===== src/rtl/conv_pkg.sv =====
// Definitions shared by the RAM readback engine and the PCIe-to-RAM loader:
// default bus widths, the transfer state encoding and a buffer sizing helper.
package conv_pkg;

  localparam int DEF_ADDR_W = 16;
  localparam int DEF_DATA_W = 16;

  typedef enum logic [1:0] {
    ST_IDLE  = 2'd0,
    ST_READ  = 2'd1,
    ST_DRAIN = 2'd2,
    ST_DONE  = 2'd3
  } state_t;

  // Bits needed to hold an occupancy value from 0 up to depth inclusive.
  function automatic int cnt_width(input int depth);
    return $clog2(depth + 1);
  endfunction

endpackage


===== src/rtl/readback_fifo.sv =====
// Small synchronous FIFO. The head word is presented combinationally and reads
// as zero while the FIFO is empty.
module readback_fifo
  import conv_pkg::*;
#(
  parameter int DATA_W = DEF_DATA_W,
  parameter int DEPTH  = 2,
  localparam int PTR_W = $clog2(DEPTH),
  localparam int CNT_W = cnt_width(DEPTH)
) (
  input  logic              clk,
  input  logic              rst,
  input  logic              wr_en,
  input  logic [DATA_W-1:0] wr_data,
  input  logic              rd_en,
  output logic [DATA_W-1:0] rd_data,
  output logic              full,
  output logic              empty,
  output logic [CNT_W-1:0]  count
);

  logic [DATA_W-1:0] mem [DEPTH];
  logic [PTR_W-1:0]  wr_ptr;
  logic [PTR_W-1:0]  rd_ptr;
  logic              do_wr;
  logic              do_rd;

  // Pointer advance that wraps correctly for depths that are not powers of two.
  function automatic logic [PTR_W-1:0] bump(input logic [PTR_W-1:0] p);
    return (p == PTR_W'(DEPTH - 1)) ? '0 : p + PTR_W'(1);
  endfunction

  assign full    = (count == CNT_W'(DEPTH));
  assign empty   = (count == '0);
  assign do_wr   = wr_en && !full;
  assign do_rd   = rd_en && !empty;
  assign rd_data = empty ? '0 : mem[rd_ptr];

  always_ff @(posedge clk or negedge rst) begin
    if (!rst) begin
      wr_ptr <= '0;
      rd_ptr <= '0;
      count  <= '0;
    end else begin
      if (do_wr) wr_ptr <= bump(wr_ptr);
      if (do_rd) rd_ptr <= bump(rd_ptr);
      case ({do_wr, do_rd})
        2'b10:   count <= count + CNT_W'(1);
        2'b01:   count <= count - CNT_W'(1);
        default: count <= count;
      endcase
    end
  end

  always_ff @(posedge clk) begin
    if (do_wr) mem[wr_ptr] <= wr_data;
  end

endmodule


===== src/rtl/ram_readback.sv =====
// Streams a block of RAM port-B words, in address order, into a ready/valid
// output, throttling reads so the small output buffer can never overflow.
module ram_readback
  import conv_pkg::*;
#(
  parameter int ADDR_W    = DEF_ADDR_W,
  parameter int DATA_W    = DEF_DATA_W,
  parameter int BUF_DEPTH = 2
) (
  input  logic              clk,
  input  logic              rst,
  input  logic              start,
  input  logic [ADDR_W-1:0] base_addr,
  input  logic [ADDR_W:0]   length,
  output logic              enb,
  output logic [ADDR_W-1:0] addrb,
  input  logic [DATA_W-1:0] doutb,
  output logic [DATA_W-1:0] out_data,
  output logic              out_valid,
  input  logic              out_ready,
  output logic              busy,
  output logic              done
);

  localparam int CNT_W = cnt_width(BUF_DEPTH);
  localparam int OCC_W = CNT_W + 1;

  logic [1:0]        rst_sync;
  logic              rst_n;
  state_t            state;
  logic [ADDR_W-1:0] cur_addr;
  logic [ADDR_W-1:0] last_addr;
  logic [ADDR_W:0]   issue_left;
  logic [ADDR_W:0]   xfer_left;
  logic              vld_p1;
  logic              fifo_full;
  logic              fifo_empty;
  logic [CNT_W-1:0]  fifo_count;
  logic              pop;
  logic [OCC_W-1:0]  occ;
  logic [OCC_W-1:0]  lim;

  // Assertion passes straight through; release is retimed by two flops.
  always_ff @(posedge clk or negedge rst) begin
    if (!rst) rst_sync <= 2'b00;
    else      rst_sync <= {rst_sync[0], 1'b1};
  end
  assign rst_n = rst_sync[1];

  // A read may issue only if its word is guaranteed a buffer slot on arrival.
  assign pop   = out_valid && out_ready;
  assign occ   = OCC_W'(fifo_count) + OCC_W'(vld_p1);
  assign lim   = OCC_W'(BUF_DEPTH) + OCC_W'(pop);
  assign enb   = (state == ST_READ) && (occ < lim) && !(fifo_full && !pop);
  assign addrb = enb ? cur_addr : last_addr;
  assign busy  = (state == ST_READ) || (state == ST_DRAIN);
  assign done  = (state == ST_DONE);

  always_ff @(posedge clk or negedge rst_n) begin
    if (!rst_n) begin
      state      <= ST_IDLE;
      cur_addr   <= '0;
      last_addr  <= '0;
      issue_left <= '0;
      xfer_left  <= '0;
      vld_p1     <= 1'b0;
    end else begin
      // p1: doutb carries the word for the read issued last cycle
      vld_p1 <= enb;
      case (state)
        ST_IDLE: begin
          if (start) begin
            if (length != '0) begin
              cur_addr   <= base_addr;
              issue_left <= length;
              xfer_left  <= length;
              state      <= ST_READ;
            end else begin
              state <= ST_DONE;
            end
          end
        end
        ST_READ: begin
          if (enb) begin
            last_addr  <= cur_addr;
            cur_addr   <= cur_addr + ADDR_W'(1);
            issue_left <= issue_left - (ADDR_W+1)'(1);
            if (issue_left == (ADDR_W+1)'(1)) state <= ST_DRAIN;
          end
        end
        ST_DRAIN: ;
        ST_DONE:  state <= ST_IDLE;
        default:  state <= ST_IDLE;
      endcase
      if (pop) begin
        xfer_left <= xfer_left - (ADDR_W+1)'(1);
        if (state == ST_DRAIN && xfer_left == (ADDR_W+1)'(1)) state <= ST_DONE;
      end
    end
  end

  readback_fifo #(
    .DATA_W (DATA_W),
    .DEPTH  (BUF_DEPTH)
  ) u_fifo (
    .clk     (clk),
    .rst     (rst_n),
    .wr_en   (vld_p1),
    .wr_data (doutb),
    .rd_en   (pop),
    .rd_data (out_data),
    .full    (fifo_full),
    .empty   (fifo_empty),
    .count   (fifo_count)
  );

  assign out_valid = !fifo_empty;

endmodule


===== config.mk =====
export PLATFORM = sky130hd
export DESIGN_NAME = ram_readback
export DESIGN_NICKNAME = d
export VERILOG_FILES = /design/src/rtl/conv_pkg.sv /design/src/rtl/readback_fifo.sv /design/src/rtl/ram_readback.sv
export SDC_FILE = /design/constraint.sdc
export NUM_CORES = 1
export LEC_CHECK = 0
export ABC_CLOCK_PERIOD_IN_PS = 2550
export BUFFER_PORTS_ARGS = -buffer_cell sky130_fd_sc_hd__buf_2
export CAP_MARGIN = 20
export CORE_MARGIN = 1
export CORE_UTILIZATION = 30
export DETAILED_ROUTE_END_ITERATION = 7
export GPL_ROUTABILITY_DRIVEN = 1
export SYNTH_ARGS = -nofsm -noshare
export SYNTH_HDL_FRONTEND = slang
export SYNTH_SLANG_ARGS = --single-unit
export TNS_END_PERCENT = 10

===== constraint.sdc =====
create_clock -name clk -period 2.55 [get_ports clk]
set_input_delay 0.3825 -clock clk [delete_from_list [all_inputs] [get_ports clk]]
set_output_delay 0.3825 -clock clk [all_outputs]
set_load 0.05 [all_outputs]

==> results of run 1 <==
==> cells in the mapped netlist (5+ instances only) <==
library cell,instances,share of area
clkbuf_1,30,0.019
a31oi_1,15,0.016
o32ai_1,8,0.012
nor4_1,24,0.025
xnor2_1,5,0.0074
mux2_2,26,0.050
a2bb2oi_1,5,0.0074
inv_1,24,0.015
or3_1,7,0.0074
dfrtp_1,75,0.32
nand2_1,42,0.027
o21ai_0,27,0.023
a211oi_1,6,0.0076
o211ai_1,7,0.0089
mux2i_1,24,0.041
ha_1,12,0.025
nor2_1,45,0.029
nand2b_1,5,0.0053
a21oi_1,19,0.016
nand3_1,26,0.022
a41oi_1,8,0.012
nor3_1,22,0.019
edfxtp_1,32,0.16
a211o_1,5,0.0074
o22ai_1,7,0.0074
==> state kept, by name, summed over array words and instances (netlist names), 2 cells and up <==
signal        count
u_fifo.mem       32
issue_left       17
xfer_left        17
cur_addr         16
last_addr        16
rst_sync          2
state             2
u_fifo.count      2
==> metal layers <==
| metal | GRT usage | vias to the layer above | part of all wire |
|---|---|---|---|
| li1 | - | 2467 | - |
| met1 | 0.2311 | 2516 | 0.47 |
| met2 | 0.2655 | 163 | 0.46 |
| met3 | 0.02524 | 27 | 0.047 |
| met4 | 0.05886 | 0 | 0.023 |
| met5 | 0 | - | 0 |
==> power by group <==
part | internal, W | total (W) | switching (W)
sequential | 0.00246 | 0.00308 | 0.000612
clock | 0.000699 | 0.00142 | 0.000725
combinational | 0.00293 | 0.00699 | 0.00406
total | 0.00610 | 0.0115 | 0.00540
==> cell families (layout without fill, tap and decap cells) <==
family / count (synthesis) / after routing / synth area share
fa+ha+maj: 12 / 12 / 0.02540
mux: 50 / 50 / 0.09018
simple gates: 208 / 209 / 0.1827
flops: 107 / 107 / 0.4801
other cells: 1 / 2 / 0.0006344
buf+inv: 62 / 180 / 0.04297
compound gates: 145 / 145 / 0.1706
xor+xnor: 5 / 5 / 0.007409
==> layout make-up <==
class,count,area (µm²),area share
clock buffers,9,225.2,0.02972
well taps,260,325.3,0.04293
clock inverters,7,73.82,0.009741
flip-flops and latches,107,2841,0.3749
diodes,1,2.502,0.0003302
repair buffers,140,1023,0.1351
inverters,24,93.84,0.01238
multi-input cells,422,2993,0.3949
==> final timing paths <==
path | startpoint | to | slack (ns) | depth (start not counted)
setup / recovery | vld_p1 | addrb[2] | -0.33 | 7
max in group asynchronous | rst_sync[1] | issue_left[14] | 1.54 | 1
hold / removal | doutb[10] | u_fifo.mem[0][10] | 0.21 | 1
min in group asynchronous | rst_sync[1] | u_fifo.rd_ptr | 0.32 | 0
setup reg to reg | vld_p1 | cur_addr[0] | 0.08 | 10
hold reg to reg | rst_sync[1] | u_fifo.rd_ptr | 0.32 | 0
==> what timing repair did <==
item,in CTS,in global routing
gates cloned,2,0
hold buffers,1,0
endpoints found under the setup margin,17,52
endpoints found under the hold margin,2,0
pin swaps,6,5
setup buffers,6,0
resized for setup,45,14
==> per-stage QoR <==
stage	setup WS [ns]	cells	util	setup TNS, ns	area, µm²
final	-0.3300	970	0.3985	-4.989	7579
after global placement	-0.08307	945	0.3665	-1.261	6970
after floorplan	0.01652	590	-	0	6036
after global routing	-0.3978	970	0.3985	-6.237	7579
after detailed placement	-0.1388	945	0.3665	-2.206	6970
after CTS	-0.3353	969	0.3949	-5.156	7510
==> summary.txt, run 1 <==
Worst setup path
  • WP data required: about 2.2 ns
  • CP bufs+invs: 2
  • Crit path kind: reg2out
  • CP max stage cell: dfrtp_1
  • Crit path launch type: register
  • CP Cell Sequence: ha_1, or2b_4, a211o_1, or2_4, buf_16, mux2_4, buf_6
  • Setup crit end kind: output port
  • Worst Path Max Fanout: 7
  • Crit path largest cell delay: a little under 0.4 ns
  • Delay-heaviest family, CP: simple AND/OR/NAND/NOR gates
  • Critical Path AT: 2.50 ns

Hold path
  • Min-delay worst type: in2reg

Floorplanning
  • Die area: 20270 µm²
  • Core area: between 15000 and 20000 µm²
  • Die X: 142.4 µm
  • IO Pins: 89
  • Initial Util: 0.3108
  • # rows: 50
  • Die Y: between 100 and 150 µm

Global route
  • Antenna violations before repair: 1
  • Largest net degree at the start of global routing: 62
  • Global route overflow: 0
  • GRT Overall Usage: 0.1674
  • First-pass GRT wire length: 26280 µm
  • Vias in the first global route: 4858

Synthesis
  • Sequential-to-total area share from yosys stat: 0.4801
  • Asr flop ratio synth: 0.7009
  • Flops & latches, synth: 107
  • Ys flop type: dfrtp_1
  • Syn Inst Count: 590
  • Syn nets: 655
  • Synth cell types: 67
  • Post-synth EDFFs: 32
  • Post-Syn Area: 5911 µm²
  • Avg Cell Area, Syn: about 10 µm²
  • Synth warn: 0

STA
  • RSZ-0062 raised after global routing: yes
  • Max Slew Vio Count: 0
  • Worst-margin pin slew: 0.6322 ns
  • Min cycle time layout: 2.880 ns
  • FMAX: ~350 MHz
  • Hold Violations, Final: 0
  • Final period util: 1.129
  • Clock Skews: 0.006890 ns
  • Final setup fails: 17
  • Final hold slack: 0.2115 ns
  • Slew Limit Headroom: 0.5785
  • Final WS setup: -0.3300 ns

Clock tree
  • H-tree levels: 3
  • Root Buffer: clkbuf_16
  • Worst-path clk slew: 0.08 ns
  • CTS Buffer Depth: 2
  • CTS buffer count: 9
  • Clock latency on the worst-skew pair: 0.36 ns
  • CTS tree: done
  • Clk sink count: between 100 and 150

Route
  • Vias per cell: about 5.3
  • Drt pass-1 iters: 5
  • Vias: 5173
  • Total Routed Length: between 15000 and 20000 µm
  • DR DRC count: 0
  • Antenna-violating nets left: 0
  • Iter 0 DRT Violations: between 300 and 400
  • Wire per inst: between 15 and 20 µm

Final layout
  • Nets: 769
  • Commonest cells after routing, fill and taps aside: dfrtp_1, buf_2, nor2_1
  • Share of layout cells above drive strength 1: 0.2976
  • Fillers: between 1500 and 2000
  • Commonest non-fill, non-tap cell in the layout: dfrtp_1
  • Area delta synth->final: 28.22%

Outcome
  • Status: complete, but fails checks
  • Failing checks: negative setup slack

Placed design
  • Port bufs: 88
  • Routability-driven placement congestion ratio: ~0.8
  • HPWL after DPL: 11360 µm

Power and ir drop
  • PwrDens: 1516 nW/µm²
  • P_leak: 3.161 nW
  • Tot Pwr: ~0.011 W
  • IR drop worst, VDD: around 0.83 mV

Job
  • MaxCap Viol Count: 0
No activity file was read; power rests on OpenSTA's default activity.
==> run 2, diff against run 1 <==
--- a/config.mk
+++ b/config.mk
@@ -10,6 +10,8 @@
 export CAP_MARGIN = 20
 export CORE_MARGIN = 1
 export CORE_UTILIZATION = 30
+export CTS_BUF_LIST = sky130_fd_sc_hd__clkbuf_8
+export CTS_CLUSTER_SIZE = 12
 export DETAILED_ROUTE_END_ITERATION = 7
 export GPL_ROUTABILITY_DRIVEN = 1
 export SYNTH_ARGS = -nofsm -noshare
==> run 2 against run 1 <==
Effect of this change: the flow still finishes with violations (negative setup slack); via count grew 0.23%; worst setup slack lost 0.048 ns; global-route usage is essentially flat; sequential power is essentially flat; worst hold slack lost 0.038 ns; critical endpoint is now addrb[1]; largest cell class unchanged; highest routed layer unchanged.
==> summary.txt, run 2 (same netlist as run 1, synthesis figures left out) <==
STA
  • Final WS setup: -0.3781 ns
  • Setup TNS: -5.819 ns
  • Worst-margin pin slew: 0.6191 ns
  • RSZ-0062 raised after global routing: yes
  • Max Slew Vio Count: 0
  • Hold Violations, Final: 0
  • Final setup fails: 17
  • Slew Limit Headroom: 0.5873
  • Final period util: 1.148
  • Min cycle time layout: just under 3 ns
  • Clock Skews: 0.01103 ns
  • FMAX: roughly 340 MHz

Worst setup path
  • CP bufs+invs: 2
  • WP data required: roughly 2.2 ns
  • Crit path largest cell delay: 0.40 ns
  • CP max stage cell: dfrtp_1
  • Crit path launch type: register
  • Critical Path AT: 2.55 ns
  • Setup crit end kind: output port
  • CP Cell Sequence: ha_1, or2b_4, a211o_1, or2_4, buf_16, mux2_4, buf_6
  • Delay-heaviest family, CP: simple AND/OR/NAND/NOR gates
  • Worst Path Max Fanout: 7
  • Crit path kind: reg2out

Placed design
  • Routability-driven placement congestion ratio: 0.8114
  • Port bufs: slightly below 90
  • HPWL after DPL: 11360 µm

Clock tree
  • CTS buffer count: 9
  • CTS tree: done
  • CTS Buffer Depth: 2
  • Clk sink count: about 110
  • Worst-path clk slew: between 0.1 and 0.15 ns
  • Clock latency on the worst-skew pair: between 0.3 and 0.4 ns
  • H-tree levels: 3
  • Root Buffer: clkbuf_8

Outcome
  • Failing checks: negative setup slack
  • Status: complete, but fails checks

Route
  • Antenna-violating nets left: 0
  • Drt pass-1 iters: 5
  • DR DRC count: 0
  • Vias: between 5000 and 6000
  • Total Routed Length: 16610 µm
  • Iter 0 DRT Violations: roughly 340
  • Vias per cell: roughly 5.3
  • Wire per inst: 17.12 µm

Power and ir drop
  • Int Pwr: 0.005804 W
  • Tot Pwr: around 0.011 W
  • IR drop worst, VDD: 0.8328 mV
  • Switch share: 0.4808
  • Logic gate share of total power: 0.628
  • Clock power share: 0.096
  • NetSw: 0.005375 W
  • PwrDens: 1492 nW/µm²
  • Sequential power share: 0.275
  • P_leak: 3.116 nW

Final layout
  • Max reg flops: 32
  • Share of layout cells above drive strength 1: 0.3004
  • Most flops, register: u_fifo.mem
  • Top Registers: u_fifo.mem: 32 flops, issue_left: 17 flops, xfer_left: 17 flops
  • Area delta synth->final: 26.74%
  • Fillers: approximately 1900
  • Commonest cells after routing, fill and taps aside: dfrtp_1, buf_2, nor2_1
  • Finished Core Util: 0.3939
  • Nets: 769
  • Commonest non-fill, non-tap cell in the layout: dfrtp_1

Floorplanning
  • Die Y: 142.4 µm
  • Die X: 142.4 µm
  • # rows: 50
  • Initial Util: 0.3108
  • IO Pins: between 80 and 90
  • Core area: 19020 µm²
  • Die area: 20270 µm²

Job
  • MaxCap Viol Count: 0

Global route
  • First-pass GRT wire length: roughly 26000 µm
  • Largest net degree at the start of global routing: 62
  • Global route overflow: 0
  • Antenna violations before repair: 1
  • Vias in the first global route: 4842
  • GRT Overall Usage: 0.1677

Hold path
  • Min-delay worst type: in2reg
[run 2: final timing paths]
check | start | to | slack, ns | cells after the start
setup / recovery | vld_p1 | addrb[1] | -0.38 | 7
hold / removal | doutb[0] | u_fifo.mem[1][0] | 0.17 | 1
setup reg to reg | vld_p1 | state[1] | 0.07 | 8
hold reg to reg | rst_sync[1] | u_fifo.rd_ptr | 0.32 | 0
max in group asynchronous | rst_sync[1] | issue_left[14] | 1.54 | 1
min in group asynchronous | rst | rst_sync[1] | 0.29 | 2
[run 2: final cells by class]
class,instances,area [µm²],share of cell area
diodes,1,2.502,0.0003341
clock buffers,9,123.9,0.01654
clock inverters,7,73.82,0.009855
inverters,24,93.84,0.01253
multi-input cells,422,3003,0.4009
flip-flops and latches,107,2841,0.3793
well taps,260,325.3,0.04343
repair buffers,140,1027,0.1371
[run 2: power by group through the flow]
stage          Sequential, W  Clock, W  Combinational (W)
5_1_grt              0.00319   0.00118            0.00753
4_1_cts              0.00307   0.00112            0.00685
6_report             0.00308   0.00108            0.00702
3_3_place_gp         0.00309         0            0.00611
3_5_place_dp         0.00311         0            0.00617
2_1_floorplan        0.00291         0            0.00479
[run 2: per-layer routing]
metal	vias up	part of all wire	global-route usage
li1	2468	-	-
met1	2513	0.46	0.2307
met2	179	0.47	0.2652
met3	25	0.055	0.02725
met4	0	0.020	0.05942
met5	-	0	0
[run 2: timing repair]
action / CTS / global route
pin swaps: 6 / 6
hold buffers: 1 / 0
gates resized for setup: 46 / 17
gates cloned: 2 / 0
buffers inserted: 6 / 0
endpoints found under the setup margin: 17 / 49
endpoints found under the hold margin: 2 / 0
[run 2: through the flow]
step | area (µm²) | setup slack [ns] | std cells | hold WS [ns]
after floorplan | 6036 | 0.01652 | 590 | 0.08691
after global placement | 6970 | -0.08307 | 945 | 0.1689
after detailed placement | 6970 | -0.1388 | 945 | 0.1699
after CTS | 7410 | -0.3930 | 969 | 0.1485
after global routing | 7491 | -0.4569 | 970 | 0.1430
final | 7491 | -0.3781 | 970 | 0.1738
